**src/rtl/clock_disp_pkg.sv**
```systemverilog
// Shared types, segment codes and the double-dabble step for the clock display reader.
package clock_disp_pkg;

  localparam int unsigned NUM_DIGITS = 6;
  localparam int unsigned BCD_W      = 4;

  typedef logic [BCD_W-1:0] bcd_t;

  typedef enum logic [2:0] {
    ST_IDLE    = 3'd0,
    ST_CONV_SS = 3'd1,
    ST_CONV_MM = 3'd2,
    ST_CONV_HH = 3'd3,
    ST_COMMIT  = 3'd4
  } state_t;

  typedef struct packed {
    bcd_t tens;
    bcd_t units;
    logic oor;
  } field_t;

  localparam logic [6:0] SEG_0     = 7'h40;
  localparam logic [6:0] SEG_1     = 7'h79;
  localparam logic [6:0] SEG_2     = 7'h24;
  localparam logic [6:0] SEG_3     = 7'h30;
  localparam logic [6:0] SEG_4     = 7'h19;
  localparam logic [6:0] SEG_5     = 7'h12;
  localparam logic [6:0] SEG_6     = 7'h02;
  localparam logic [6:0] SEG_7     = 7'h78;
  localparam logic [6:0] SEG_8     = 7'h00;
  localparam logic [6:0] SEG_9     = 7'h10;
  localparam logic [6:0] SEG_DASH  = 7'h3F;
  localparam logic [6:0] SEG_BLANK = 7'h7F;

  function automatic logic [6:0] seg_code(input bcd_t d);
    case (d)
      4'd0:    return SEG_0;
      4'd1:    return SEG_1;
      4'd2:    return SEG_2;
      4'd3:    return SEG_3;
      4'd4:    return SEG_4;
      4'd5:    return SEG_5;
      4'd6:    return SEG_6;
      4'd7:    return SEG_7;
      4'd8:    return SEG_8;
      4'd9:    return SEG_9;
      default: return SEG_BLANK;
    endcase
  endfunction

  // One shift-add-3 iteration over {hundreds,tens,units}, shifting b in at the LSB.
  function automatic logic [11:0] dd_step(input logic [11:0] acc, input logic b);
    logic [11:0] adj;
    adj = acc;
    for (int i = 0; i < 3; i++) begin
      if (acc[i*4 +: 4] >= 4'd5) adj[i*4 +: 4] = acc[i*4 +: 4] + 4'd3;
    end
    return {adj[10:0], b};
  endfunction

endpackage

```
**src/rtl/bin2bcd_seq.sv**
```systemverilog
// Iterative 8-bit binary to 3-digit BCD converter; done pulses 8 cycles after start.
module bin2bcd_seq
  import clock_disp_pkg::*;
(
  input  logic       clk,
  input  logic       reset,
  input  logic       start,
  input  logic [7:0] bin,
  output logic       done,
  output bcd_t       hundreds,
  output bcd_t       tens,
  output bcd_t       units
);

  logic [11:0] acc;
  logic [7:0]  sh;
  logic [2:0]  cnt;
  logic        run;

  // The start cycle performs the first iteration directly from bin.
  always_ff @(posedge clk) begin
    if (reset) begin
      acc  <= 12'd0;
      sh   <= 8'd0;
      cnt  <= 3'd0;
      run  <= 1'b0;
      done <= 1'b0;
    end else begin
      done <= 1'b0;
      if (start) begin
        acc <= dd_step(12'd0, bin[7]);
        sh  <= {bin[6:0], 1'b0};
        cnt <= 3'd1;
        run <= 1'b1;
      end else if (run) begin
        acc <= dd_step(acc, sh[7]);
        sh  <= {sh[6:0], 1'b0};
        cnt <= cnt + 3'd1;
        if (cnt == 3'd7) begin
          run  <= 1'b0;
          done <= 1'b1;
        end
      end
    end
  end

  assign hundreds = acc[11:8];
  assign tens     = acc[7:4];
  assign units    = acc[3:0];

endmodule

```
**src/rtl/clock_disp_scan.sv**
```systemverilog
// Samples hh/mm/ss/pm, converts to BCD sequentially and scans a 6-digit common-anode display.
module clock_disp_scan
  import clock_disp_pkg::*;
#(
  parameter int unsigned SCAN_DIV = 1000
) (
  input  logic       clk,
  input  logic       reset,
  input  logic       load,
  input  logic [7:0] hh,
  input  logic [7:0] mm,
  input  logic [7:0] ss,
  input  logic       pm,
  output logic       busy,
  output logic       bcd_valid,
  output logic [5:0] an,
  output logic [6:0] seg,
  output logic       dp
);

  localparam int unsigned PW = (SCAN_DIV > 1) ? $clog2(SCAN_DIV) : 1;

  state_t      state, state_next;
  logic [2:0]  cyc, cyc_next;
  logic        conv_start_c;
  logic [7:0]  conv_bin_c;
  logic        conv_done;
  bcd_t        conv_hund, conv_tens, conv_units;
  field_t      conv_field_c;

  logic [7:0]  sh_hh, sh_mm, sh_ss;
  logic        sh_pm;
  field_t      st_ss, st_mm;
  field_t      disp_ss, disp_mm, disp_hh;
  logic        disp_pm;

  logic [PW-1:0] presc;
  logic [2:0]    idx;

  bin2bcd_seq u_bin2bcd (
    .clk      (clk),
    .reset    (reset),
    .start    (conv_start_c),
    .bin      (conv_bin_c),
    .done     (conv_done),
    .hundreds (conv_hund),
    .tens     (conv_tens),
    .units    (conv_units)
  );

  assign conv_field_c = '{tens: conv_tens, units: conv_units, oor: (conv_hund != 4'd0)};

  always_ff @(posedge clk) begin
    if (reset) begin
      state <= ST_IDLE;
      cyc   <= 3'd0;
    end else begin
      state <= state_next;
      cyc   <= cyc_next;
    end
  end

  // Each CONV state spans 8 cycles and kicks the converter on its first cycle.
  always_comb begin
    state_next   = state;
    cyc_next     = 3'd0;
    conv_start_c = 1'b0;
    conv_bin_c   = sh_ss;
    case (state)
      ST_IDLE: begin
        if (load) state_next = ST_CONV_SS;
      end
      ST_CONV_SS: begin
        conv_bin_c   = sh_ss;
        conv_start_c = (cyc == 3'd0);
        cyc_next     = cyc + 3'd1;
        if (cyc == 3'd7) state_next = ST_CONV_MM;
      end
      ST_CONV_MM: begin
        conv_bin_c   = sh_mm;
        conv_start_c = (cyc == 3'd0);
        cyc_next     = cyc + 3'd1;
        if (cyc == 3'd7) state_next = ST_CONV_HH;
      end
      ST_CONV_HH: begin
        conv_bin_c   = sh_hh;
        conv_start_c = (cyc == 3'd0);
        cyc_next     = cyc + 3'd1;
        if (cyc == 3'd7) state_next = ST_COMMIT;
      end
      ST_COMMIT: begin
        state_next = ST_IDLE;
      end
      default: begin
        state_next = ST_IDLE;
      end
    endcase
  end

  // A field result appears with done in the first cycle of the following state.
  always_ff @(posedge clk) begin
    if (reset) begin
      busy      <= 1'b0;
      bcd_valid <= 1'b0;
      sh_hh     <= 8'd0;
      sh_mm     <= 8'd0;
      sh_ss     <= 8'd0;
      sh_pm     <= 1'b0;
      st_ss     <= '0;
      st_mm     <= '0;
      disp_ss   <= '0;
      disp_mm   <= '0;
      disp_hh   <= '0;
      disp_pm   <= 1'b0;
    end else begin
      busy <= (state_next != ST_IDLE);
      if (state == ST_IDLE && load) begin
        sh_hh <= hh;
        sh_mm <= mm;
        sh_ss <= ss;
        sh_pm <= pm;
      end
      if (conv_done && state == ST_CONV_MM) st_ss <= conv_field_c;
      if (conv_done && state == ST_CONV_HH) st_mm <= conv_field_c;
      if (state == ST_COMMIT) begin
        disp_ss   <= st_ss;
        disp_mm   <= st_mm;
        disp_hh   <= conv_field_c;
        disp_pm   <= sh_pm;
        bcd_valid <= 1'b1;
      end
    end
  end

  // Free-running digit scan.
  always_ff @(posedge clk) begin
    if (reset) begin
      presc <= '0;
      idx   <= 3'd0;
    end else if (presc == PW'(SCAN_DIV - 1)) begin
      presc <= '0;
      idx   <= (idx == 3'(NUM_DIGITS - 1)) ? 3'd0 : idx + 3'd1;
    end else begin
      presc <= presc + PW'(1);
    end
  end

  always_comb begin
    bcd_t cur_d;
    logic cur_oor;
    logic cur_blank;
    cur_d     = 4'd0;
    cur_oor   = 1'b0;
    cur_blank = 1'b0;
    an        = ~(NUM_DIGITS'(1) << idx);
    case (idx)
      3'd0: begin cur_d = disp_ss.units; cur_oor = disp_ss.oor; end
      3'd1: begin cur_d = disp_ss.tens;  cur_oor = disp_ss.oor; end
      3'd2: begin cur_d = disp_mm.units; cur_oor = disp_mm.oor; end
      3'd3: begin cur_d = disp_mm.tens;  cur_oor = disp_mm.oor; end
      3'd4: begin cur_d = disp_hh.units; cur_oor = disp_hh.oor; end
      3'd5: begin
        cur_d     = disp_hh.tens;
        cur_oor   = disp_hh.oor;
        cur_blank = (disp_hh.tens == 4'd0);
      end
      default: begin end
    endcase
    seg = SEG_BLANK;
    if (bcd_valid) begin
      if (cur_oor)        seg = SEG_DASH;
      else if (cur_blank) seg = SEG_BLANK;
      else                seg = seg_code(cur_d);
    end
    dp = ~(bcd_valid & (idx == 3'd0) & disp_pm);
  end

endmodule

```
**config.mk**
```make
export PLATFORM = sky130hd
export DESIGN_NAME = clock_disp_scan
export DESIGN_NICKNAME = d
export VERILOG_FILES = /design/src/rtl/clock_disp_pkg.sv /design/src/rtl/bin2bcd_seq.sv /design/src/rtl/clock_disp_scan.sv
export SDC_FILE = /design/constraint.sdc
export NUM_CORES = 1
export LEC_CHECK = 0
export ABC_CLOCK_PERIOD_IN_PS = 3000
export CORE_AREA = 5 5 141 143
export CTS_BUF_LIST = sky130_fd_sc_hd__clkbuf_8
export CTS_CLUSTER_DIAMETER = 100
export CTS_CLUSTER_SIZE = 8
export DETAILED_ROUTE_END_ITERATION = 7
export DIE_AREA = 0 0 146 148
export PLACE_DENSITY = 0.54
export SLEW_MARGIN = 20
export SYNTH_ARGS = -nofsm -noshare
export SYNTH_HDL_FRONTEND = slang
export SYNTH_HIERARCHICAL = 1
export SYNTH_SLANG_ARGS = --single-unit
```
**constraint.sdc**
```tcl
create_clock -name clk -period 3 [get_ports clk]
set_input_delay 0.45 -clock clk [delete_from_list [all_inputs] [get_ports clk]]
set_output_delay 0.45 -clock clk [all_outputs]
set_load 0.05 [all_outputs]
```
## Word level (Yosys, flattened, before mapping)

Memories as Yosys holds them, arrays and structs flattened.
Index checks and enable logic that the tools add are counted.

- Word-level logic and storage cells: 108
- Memories kept: 1
- Bits in read-only memories: 112
- Bits of input ports: 28
- Register bits after elaboration: 116
- Output and inout port bits: 16

Memory list:

| memory | words | width | read ports | clocked after memory_dff | write ports | line | RTL |
|---|---|---|---|---|---|---|---|
| (no name shown) | 16 | 7 | 1 | 0 | 0 | clock_disp_pkg.sv:37 | `case (d)` |

- Multiplexer cells: 27
- Eq/ne operators: 12
- Reduce and logical (&&, ||, !) cells: 18
- Shift-type cells: 1
- Order comparisons: 3
- Bitwise operators: 6
- $add $sub $neg: 7

Operator list:

| operator | count |
|---|---|
| one-hot mux 4 bit (6 select lines) | 1 |
| two-way mux 7 bit | 3 |
| two-way mux 3 bit | 6 |
| two-way mux 8 bit | 2 |
| one-hot mux 8 bit (2 select lines) | 1 |
| == test 3 bit (second input constant) | 5 |
| == test 3 x 2 -> 1 bit (second input constant) | 4 |
| >= comparator 4 x 3 -> 1 bit (second input constant) | 3 |
| one-hot mux 3 bit (4 select lines) | 1 |
| OR reduction 2 bit | 6 |
| adder 10 x 1 -> 10 bit (second input constant) | 1 |
| == test 10 bit (second input constant) | 1 |
| two-way mux 1 bit | 10 |
| adder 3 x 1 -> 3 bit (second input constant) | 3 |
| zero test 3 bit | 3 |
| adder 4 x 2 -> 4 bit (second input constant) | 2 |
| two-way mux 4 bit | 2 |
| == test 3 x 1 -> 1 bit (second input constant) | 2 |
| NOT 6 bit | 1 |
| OR reduction 3 bit | 2 |
| << shifter 1 x 3 -> 6 bit (first input constant) | 1 |
| zero test 4 bit | 1 |
| nonzero test 4 bit | 1 |
| adder 3 x 2 -> 3 bit (second input constant) | 1 |
| 6 further kinds | 11 |

## Longest topological paths before layout

Gate-level depths: netlist of run 1.
An unclocked memory read counts as a cell.

- Word-level depth: 6
- Depth in mapped cells: 11
- Mapped depth without buffers: 9

## Modules after synthesis

Netlist of run 1, hierarchy kept.

By module, submodules not included:

| module | instances | sequential area each (µm²) | cells each | area each (µm²) |
|---|---|---|---|---|
| clock_disp_scan | 1 | 1,841.8 | 503 | 4,057.6 |
| bin2bcd_seq | 1 | 480.5 | 148 | 1,331.3 |

## Worst setup path after synthesis of run 1

Ideal clock, no wire load.

- Path kind: register to output
- Start: register idx[2]
- End: output seg[0]
- Path slack: -0.137 ns
- Required time: 2.550 ns
- Arrival: 2.687 ns
- Stages on the path, launching flop included: 10
- Buffers on the path: 2
- Cell sequence: dfxtp_1 buf_6 buf_2 inv_1 ha_1 a221oi_4 ha_1 inv_1 mux2_2 a2bb2oi_1

- Cells in the longest elaborated chain, start to end: 6
- Elaborated cells between the ends (all ways): 16
- Those cells by class: eq/ne: 5; mux: 6; reduce/logical: 4; memory: 1

Ends and longest elaborated chain:

| item | line | RTL |
|---|---|---|
| from (decl) | clock_disp_scan.sv:38 | `logic [2:0] idx;` |
| from (signal assigned) | clock_disp_scan.sv:142 | `idx <= (idx == 3'(NUM_DIGITS - 1)) ? 3'd0 : idx + 3'd1;` |
| == test 3 bit, or another cell as far along | clock_disp_scan.sv:156 | `case (idx)` |
| one-hot mux 4 bit (6 select lines) | clock_disp_scan.sv:156 |  |
| memory read (16 x 7 bit) | -- |  |
| two-way mux 7 bit | clock_disp_scan.sv:172 | `else if (cur_blank) seg = SEG_BLANK;` |
| two-way mux 7 bit (*) | clock_disp_scan.sv:171 | `if (cur_oor) seg = SEG_DASH;` |
| two-way mux 7 bit (*) | clock_disp_scan.sv:170 | `if (bcd_valid) begin` |
| to (decl) | clock_disp_scan.sv:17 | `output logic [6:0] seg,` |

Every way passes the cells marked *; elsewhere a longest branch is shown, timed or not.

## Worst setup path after layout of run 1

Ends and elaborated chain as after synthesis.

==> results of run 1 <==
## what timing repair did
item,in CTS,in global routing
setup buffers,2,3
resized for setup,15,11
endpoints found under the setup margin,7,6
gates cloned,0,1
hold buffers,0,0
pin swaps,0,5
## layout make-up
type,count,area (um^2)
clock buffers,23,317
multi-input cells,476,2910
well taps,234,293
fillers,1916,11900
inverters,20,75.1
flip-flops and latches,116,2330
repair buffers,61,638
clock inverters,8,35.0
## state kept, by name (all words and copies together), names as in the netlist, 7 cells and up
| register | cells |
|---|---|
| sh_ss | 8 |
| u_bin2bcd/sh | 7 |
| disp_ss | 9 |
| st_mm | 9 |
| disp_hh | 9 |
| presc | 10 |
| st_ss | 9 |
| disp_mm | 9 |
| sh_mm | 8 |
| u_bin2bcd/acc | 12 |
| sh_hh | 8 |
## cells in the final DEF (no fill, tap or decap), types with 4 or more instances in the layout
| master | Yosys | final |
|---|---|---|
| o211ai_1 | 4 | 4 |
| mux2_2 | 10 | 9 |
| a211oi_1 | 4 | 4 |
| xnor2_1 | 6 | 6 |
| nor3_1 | 5 | 4 |
| or3_1 | 4 | 4 |
| ha_1 | 18 | 15 |
| and2_1 | 5 | 4 |
| dfxtp_1 | 116 | 113 |
| a31oi_1 | 4 | 4 |
| nor2b_1 | 5 | 4 |
| a21oi_1 | 80 | 79 |
| buf_12 | 0 | 5 |
| clkdlybuf4s50_1 | 0 | 35 |
| inv_1 | 20 | 24 |
| xor2_1 | 6 | 6 |
| buf_4 | 2 | 16 |
| clkbuf_8 | 0 | 23 |
| mux2i_1 | 25 | 24 |
| nand2_1 | 163 | 163 |
| o21ai_0 | 15 | 15 |
| nand3_1 | 9 | 9 |
| nor2_1 | 40 | 40 |
| and3_1 | 4 | 4 |
| clkinv_2 | 0 | 4 |
| nand2b_1 | 8 | 8 |
| a2111o_1 | 4 | 4 |
## stage by stage
stage | worst slack, ns | power (mW)
2_1_floorplan | -0.137 | 1.79
3_3_place_gp | 0.305 | 1.87
3_5_place_dp | 0.254 | 1.87
4_1_cts | 0.00807 | 3.14
5_1_grt | -0.0460 | 3.25
6_report | 0.0890 | 3.10
## where the power goes
part           switching [mW]  leakage, nW  internal (mW)  total [mW]
registers              0.0360        0.943           1.58        1.61
clock network           0.580        0.202          0.680        1.26
logic                   0.121         1.22          0.102       0.224
total                   0.737         2.36           2.36        3.10
## cells by family (layout without fill, tap and decap cells)
group,after synthesis,after routing
simple gates,274,274
compound gates,137,137
flops,116,116
buf+inv,59,112
mux,35,35
fa+ha+maj,18,18
xor+xnor,12,12
## final timing paths
check | startpoint | endpoint | slack [ns] | cells after the start
max | idx[2] | seg[0] | 0.09 | 10
min | reset | u_bin2bcd/sh[1] | 0.43 | 2
max reg2reg | state[1] | u_bin2bcd/acc[9] | 1.00 | 6
min reg2reg | st_ss[3] | disp_ss[3] | 0.45 | 2
## per-layer routing
metal  up-vias  share of wire, %
met2        68                45
met1      1921                49
met3        13               4.5
met4         0               1.2
met5         -                 0
li1       2294                 -
## worst max-delay path, delay by kind of cell, from the launching register on
| kind | cells | cell delay (ns) |
|---|---|---|
| AO/OA/AOI/OAI | 3 | 0.51 |
| adder cells (fa/ha/maj) | 1 | 0.13 |
| flip-flops | 1 | 0.37 |
| multiplexers | 2 | 0.53 |
| buffers and inverters | 4 | 0.48 |
==> flow_metrics.py, run 1 <==
metrics = {
    "timing": {
        "fin_setup_tns_ns": 0,
        "tightest_slew_ns": 0.673,
        "hold_viol": 0,
        "post-route-period-util_pct": 97.0,
        "setup_viol": 0,
        "rsz0062_at_grt": "true",
        "drv_slew": 0,
        "relSlewSlack_pct": 54.7,
        "timing.hold.ws_ns": 0.432,
        "fin_crit_ns": 2.91,
        "timing.fmax_mhz": 344,
        "skew_ns": 0.00763,
    },
    "detailed_routing": {
        "ant_nets": 0,
        "vias_per_cell": 4.58,
        "drt-wirelength-per-cell_um": 12.9,
        "vias": 4296,
        "routed_wl_um": 12100,
        "drtIter0Drc": 203,
        "drtPass1Iterations": 4,
        "drc": 0,
    },
    "yosys": {
        "syn-mean-instance-area_um2": 8.28,
        "ys.flop_type": "dfxtp_1",
        "synth_nets": 697,
        "yosysTopAreaCellShare_pct": 43.1,
        "synth_most_common_cell": "nand2_1",
        "synthAdderAreaFrac_pct": 4.18,
        "synth_top_family_by_area": "simple AND/OR/NAND/NOR gates",
        "syn_area_mm2": 0.00539,
        "synth_edf_count": 0,
        "synth.area.top_cells": "dfxtp_1 43%, nand2_1 11%, a21oi_1 7.4%",
        "synth_xor_area_share_pct": 1.95,
        "syn_inst": 651,
        "synth_mux_area_share_pct": 6.73,
        "synth_compound_area_share_pct": 15.5,
        "ys_seq_area_share_pct": 43.1,
        "ys_seq_elements": 116,
        "yosys_warnings": 6,
        "ys_types": 61,
        "synth_top_area_cell": "dfxtp_1",
        "synthArstFlopShare_pct": 0,
        "synth_simple_gate_area_share_pct": 23.4,
        "synth_commonest_cells": "163 x nand2_1, 116 x dfxtp_1, 80 x a21oi_1",
    },
    "final_layout": {
        "fin_util_pct": 35.8,
        "diodes": 0,
        "finalNonFillerCells": 938,
        "nNetsFinal": 738,
        "layout-drive-gt1-share_pct": 13.9,
        "synthToLayoutAreaGrowth_pct": 22.5,
        "fin_area_mm2": 0.00660,
    },
    "global_routing": {
        "grt_max_degree": 44,
        "grtUsageMet1_pct": 14.8,
        "globalRouteTotalUtil_pct": 11.4,
        "antenna_found_initial": 0,
        "grt_busiest_layer": "met2",
        "grt_pass1_vias": 4076,
        "grt_util_met2_pct": 18.0,
        "grt_pass1_wl_um": 20300,
        "grt-ovfl-total": 0,
        "met3_usage_pct": 3.62,
    },
    "floorplan": {
        "die_area_mm2": 0.0216,
        "start_util_pct": 29.2,
        "die_w_um": 146,
        "io_pins": 44,
        "coreArea_mm2": 0.0185,
        "die_h_um": 148,
        "rows": 50,
    },
    "setup_path": {
        "endpoint_kind": "output port",
        "critical_path_class": "flop to output port",
        "cpPeakStageDelay_ns": 0.37,
        "cp_max_fo": 7,
        "cp-start-kind": "flop",
        "critPathRequiredTime_ns": 2.55,
        "cpMaxStageDelayCell": "dfxtp_4",
        "crit_path_cell_trace": "buf_8 -> mux2i_2 -> o22ai_2 -> a221oi_4 -> buf_6 -> ha_1 -> inv_1 -> mux2_4 -> a2bb2oi_4 -> buf_12",
        "critPathArrivalTime_ns": 2.46,
    },
    "clock_network": {
        "path_clk_slew_ns": 0.06,
        "cts_tree": "yes",
        "cts_sinks": 116,
        "cts_buffers": 17,
        "clockBufferDepth": 2,
        "clockRootBuffer": "clkbuf_8",
        "clock_latency_ns": 0.44,
        "h-tree-depth": 4,
    },
    "place": {
        "placed_area_mm2": 0.00606,
        "io_buffer_count": 43,
        "dpl.hpwl_um": 8340,
        "gp_congestion": 0.761,
        "dpl.cell_count": 901,
    },
    "worst_hold_path": {
        "hold_class": "input pin to flop",
    },
    "power": {
        "irDropWorstVdd_mv": 0.263,
        "p_leak_nw": 2.36,
        "power_density_mw_per_mm2": 469,
    },
    "job": {
        "drv_cap": 0,
    },
    "run_status": {
        "status": "finished, final reports clean",
    },
}
Power figures use the tool's default switching activity.
==> run 2, diff against run 1 <==
--- a/config.mk
+++ b/config.mk
@@ -6,6 +6,7 @@
 export NUM_CORES = 1
 export LEC_CHECK = 0
 export ABC_CLOCK_PERIOD_IN_PS = 3000
+export CAP_MARGIN = 20
 export CORE_AREA = 5 5 141 143
 export CTS_BUF_LIST = sky130_fd_sc_hd__clkbuf_8
 export CTS_CLUSTER_DIAMETER = 100
==> results of run 2 <==
Same layout as run 1: the final DEF is identical, and so are final timing and power.
==> run 3, diff against run 2 <==
--- a/config.mk
+++ b/config.mk
@@ -7,13 +7,15 @@
 export LEC_CHECK = 0
 export ABC_CLOCK_PERIOD_IN_PS = 3000
 export CAP_MARGIN = 20
-export CORE_AREA = 5 5 141 143
+export CELL_PAD_IN_SITES_DETAIL_PLACEMENT = 0
+export CELL_PAD_IN_SITES_GLOBAL_PLACEMENT = 1
+export CORE_AREA = 5 5 126 158
 export CTS_BUF_LIST = sky130_fd_sc_hd__clkbuf_8
 export CTS_CLUSTER_DIAMETER = 100
 export CTS_CLUSTER_SIZE = 8
 export DETAILED_ROUTE_END_ITERATION = 7
-export DIE_AREA = 0 0 146 148
-export PLACE_DENSITY = 0.54
+export DIE_AREA = 0 0 131 163
+export PLACE_DENSITY = 0.66
 export SLEW_MARGIN = 20
 export SYNTH_ARGS = -nofsm -noshare
 export SYNTH_HDL_FRONTEND = slang
==> flow_metrics.py, run 3 (same netlist as run 1, synthesis figures left out) <==
metrics = {
    "power": {
        "pwr-share-comb_pct": 6.9,
        "irDropWorstVdd_mv": 0.219,
        "power.switching_mw": 0.834,
        "power_density_mw_per_mm2": 496,
        "power_switching_share_pct": 25.5,
        "finalPower_mw": 3.28,
        "p_leak_nw": 2.34,
        "seq_power_share_pct": 49.1,
        "power_frac_clock_pct": 44.0,
        "p_int_mw": 2.44,
    },
    "global_routing": {
        "grt_pass1_vias": 4444,
        "antenna_found_initial": 0,
        "grt-ovfl-total": 0,
        "grt_pass1_wl_um": 21100,
        "grt_max_degree": 41,
        "globalRouteTotalUtil_pct": 12.4,
    },
    "final_layout": {
        "diodes": 0,
        "nNetsFinal": 740,
        "fin_util_pct": 36.0,
        "top_regs": "u_bin2bcd/acc x12, presc x10",
        "synthToLayoutAreaGrowth_pct": 22.7,
        "fin_area_mm2": 0.00661,
        "largest_register_ffs": 12,
        "final_common_cell": "nand2_1",
        "nFillCells": 1947,
        "top_register": "u_bin2bcd/acc",
        "mostFrequentLayoutCells": "163 x nand2_1, 113 x dfxtp_1, 79 x a21oi_1, 40 x nor2_1, 35 x clkdlybuf4s50_1",
        "layout-drive-gt1-share_pct": 15.0,
        "finalNonFillerCells": 939,
    },
    "clock_network": {
        "cts_sinks": 116,
        "cts_buffers": 17,
        "ctsHoldBuffers": 0,
        "h-tree-depth": 4,
        "cts_tree": "yes",
        "clockBufferDepth": 2,
        "path_clk_slew_ns": 0.07,
        "clockRootBuffer": "clkbuf_8",
        "clock_latency_ns": 0.44,
    },
    "setup_path": {
        "critPathArrivalTime_ns": 2.48,
        "cpMaxStageDelayCell": "dfxtp_4",
        "critical_path_class": "flop to output port",
        "cp-start-kind": "flop",
        "cp_max_fo": 9,
        "critPathBufInv": 2,
        "cpPeakStageDelay_ns": 0.39,
        "worst-r2r-cell-count": 5,
        "critPathRequiredTime_ns": 2.55,
        "crit_path_cell_trace": "and2b_1 -> a221o_1 -> a21oi_2 -> buf_4 -> ha_1 -> o21bai_1 -> a21o_1 -> buf_12",
        "endpoint_kind": "output port",
        "crit_family": "compound AO/OA/AOI/OAI gates",
        "crit_cells": 8,
    },
    "timing": {
        "timing.fmax_mhz": 342,
        "setup_viol": 0,
        "fin_crit_ns": 2.93,
        "drv_slew": 0,
        "skew_ns": 0.0119,
        "tightest_slew_ns": 0.658,
        "post-route-period-util_pct": 97.5,
        "relSlewSlack_pct": 55.7,
        "hold_viol": 0,
        "fin_setup_tns_ns": 0,
        "rsz0062_at_grt": "true",
    },
    "floorplan": {
        "start_util_pct": 29.4,
        "coreArea_mm2": 0.0184,
        "rows": 56,
        "io_pins": 44,
        "die_area_mm2": 0.0214,
        "die_w_um": 131,
        "die_h_um": 163,
    },
    "worst_hold_path": {
        "hold_class": "input pin to flop",
        "min_delay_path_depth": 2,
    },
    "place": {
        "io_buffer_count": 43,
        "placed_area_mm2": 0.00607,
        "dpl.hpwl_um": 9270,
        "gp_congestion": 0.830,
        "dpl.cell_count": 900,
    },
    "detailed_routing": {
        "vias": 4451,
        "drt-wirelength-per-cell_um": 13.5,
        "drtPass1Iterations": 4,
        "vias_per_cell": 4.74,
        "drtIter0Drc": 173,
        "ant_nets": 0,
        "drc": 0,
        "routed_wl_um": 12700,
    },
    "job": {
        "drv_cap": 0,
    },
    "run_status": {
        "status": "finished, final reports clean",
    },
}
-- run 3: final cells by class --
cell class              count  area, um^2  share of cell area, %
clock buffers              18         248                   3.75
clock inverters            14         151                   2.29
inverters                  20        75.1                   1.14
multi-input cells         476        2890                   43.7
flip-flops and latches    116        2330                   35.2
well taps                 232         290                   4.39
repair buffers             63         626                   9.46
-- run 3: path summary, 6_finish.rpt --
path | to | slack, ns | start
setup reg to reg | u_bin2bcd/acc[5] | 1.15 | state[1]
hold / removal | disp_hh[2] | 0.42 | reset
hold reg to reg | presc[0] | 0.45 | presc[0]
setup / recovery | seg[1] | 0.07 | idx[1]
-- run 3: power groups by stage --
stage / sequential, mW / clock, mW / combinational [mW]
detailed placement: 1.65 / 0 / 0.228
finish: 1.61 / 1.44 / 0.226
CTS: 1.61 / 1.48 / 0.229
global placement: 1.65 / 0 / 0.222
floorplan: 1.64 / 0 / 0.155
global route: 1.62 / 1.57 / 0.254
-- run 3: routing by layer --
layer,GRT usage [%],part of all wire [%]
met1,14.1,42
met2,21.5,51
met3,3.54,4.0
met4,5.33,2.7
met5,0,0
-- run 3: through the flow --
step                      worst slack (ns)  hold WS [ns]
final                               0.0745         0.424
after global routing               -0.0487         0.417
after CTS                         0.000150         0.406
after detailed placement             0.243         0.443
after global placement               0.267         0.427
after floorplan                     -0.137         0.418
-- run 3: timing repair --
item	in CTS	in global routing
cloned	0	1
setup buffers	1	5
gates resized for setup	13	11
endpoints found under the setup margin	7	7
pin swaps	0	5
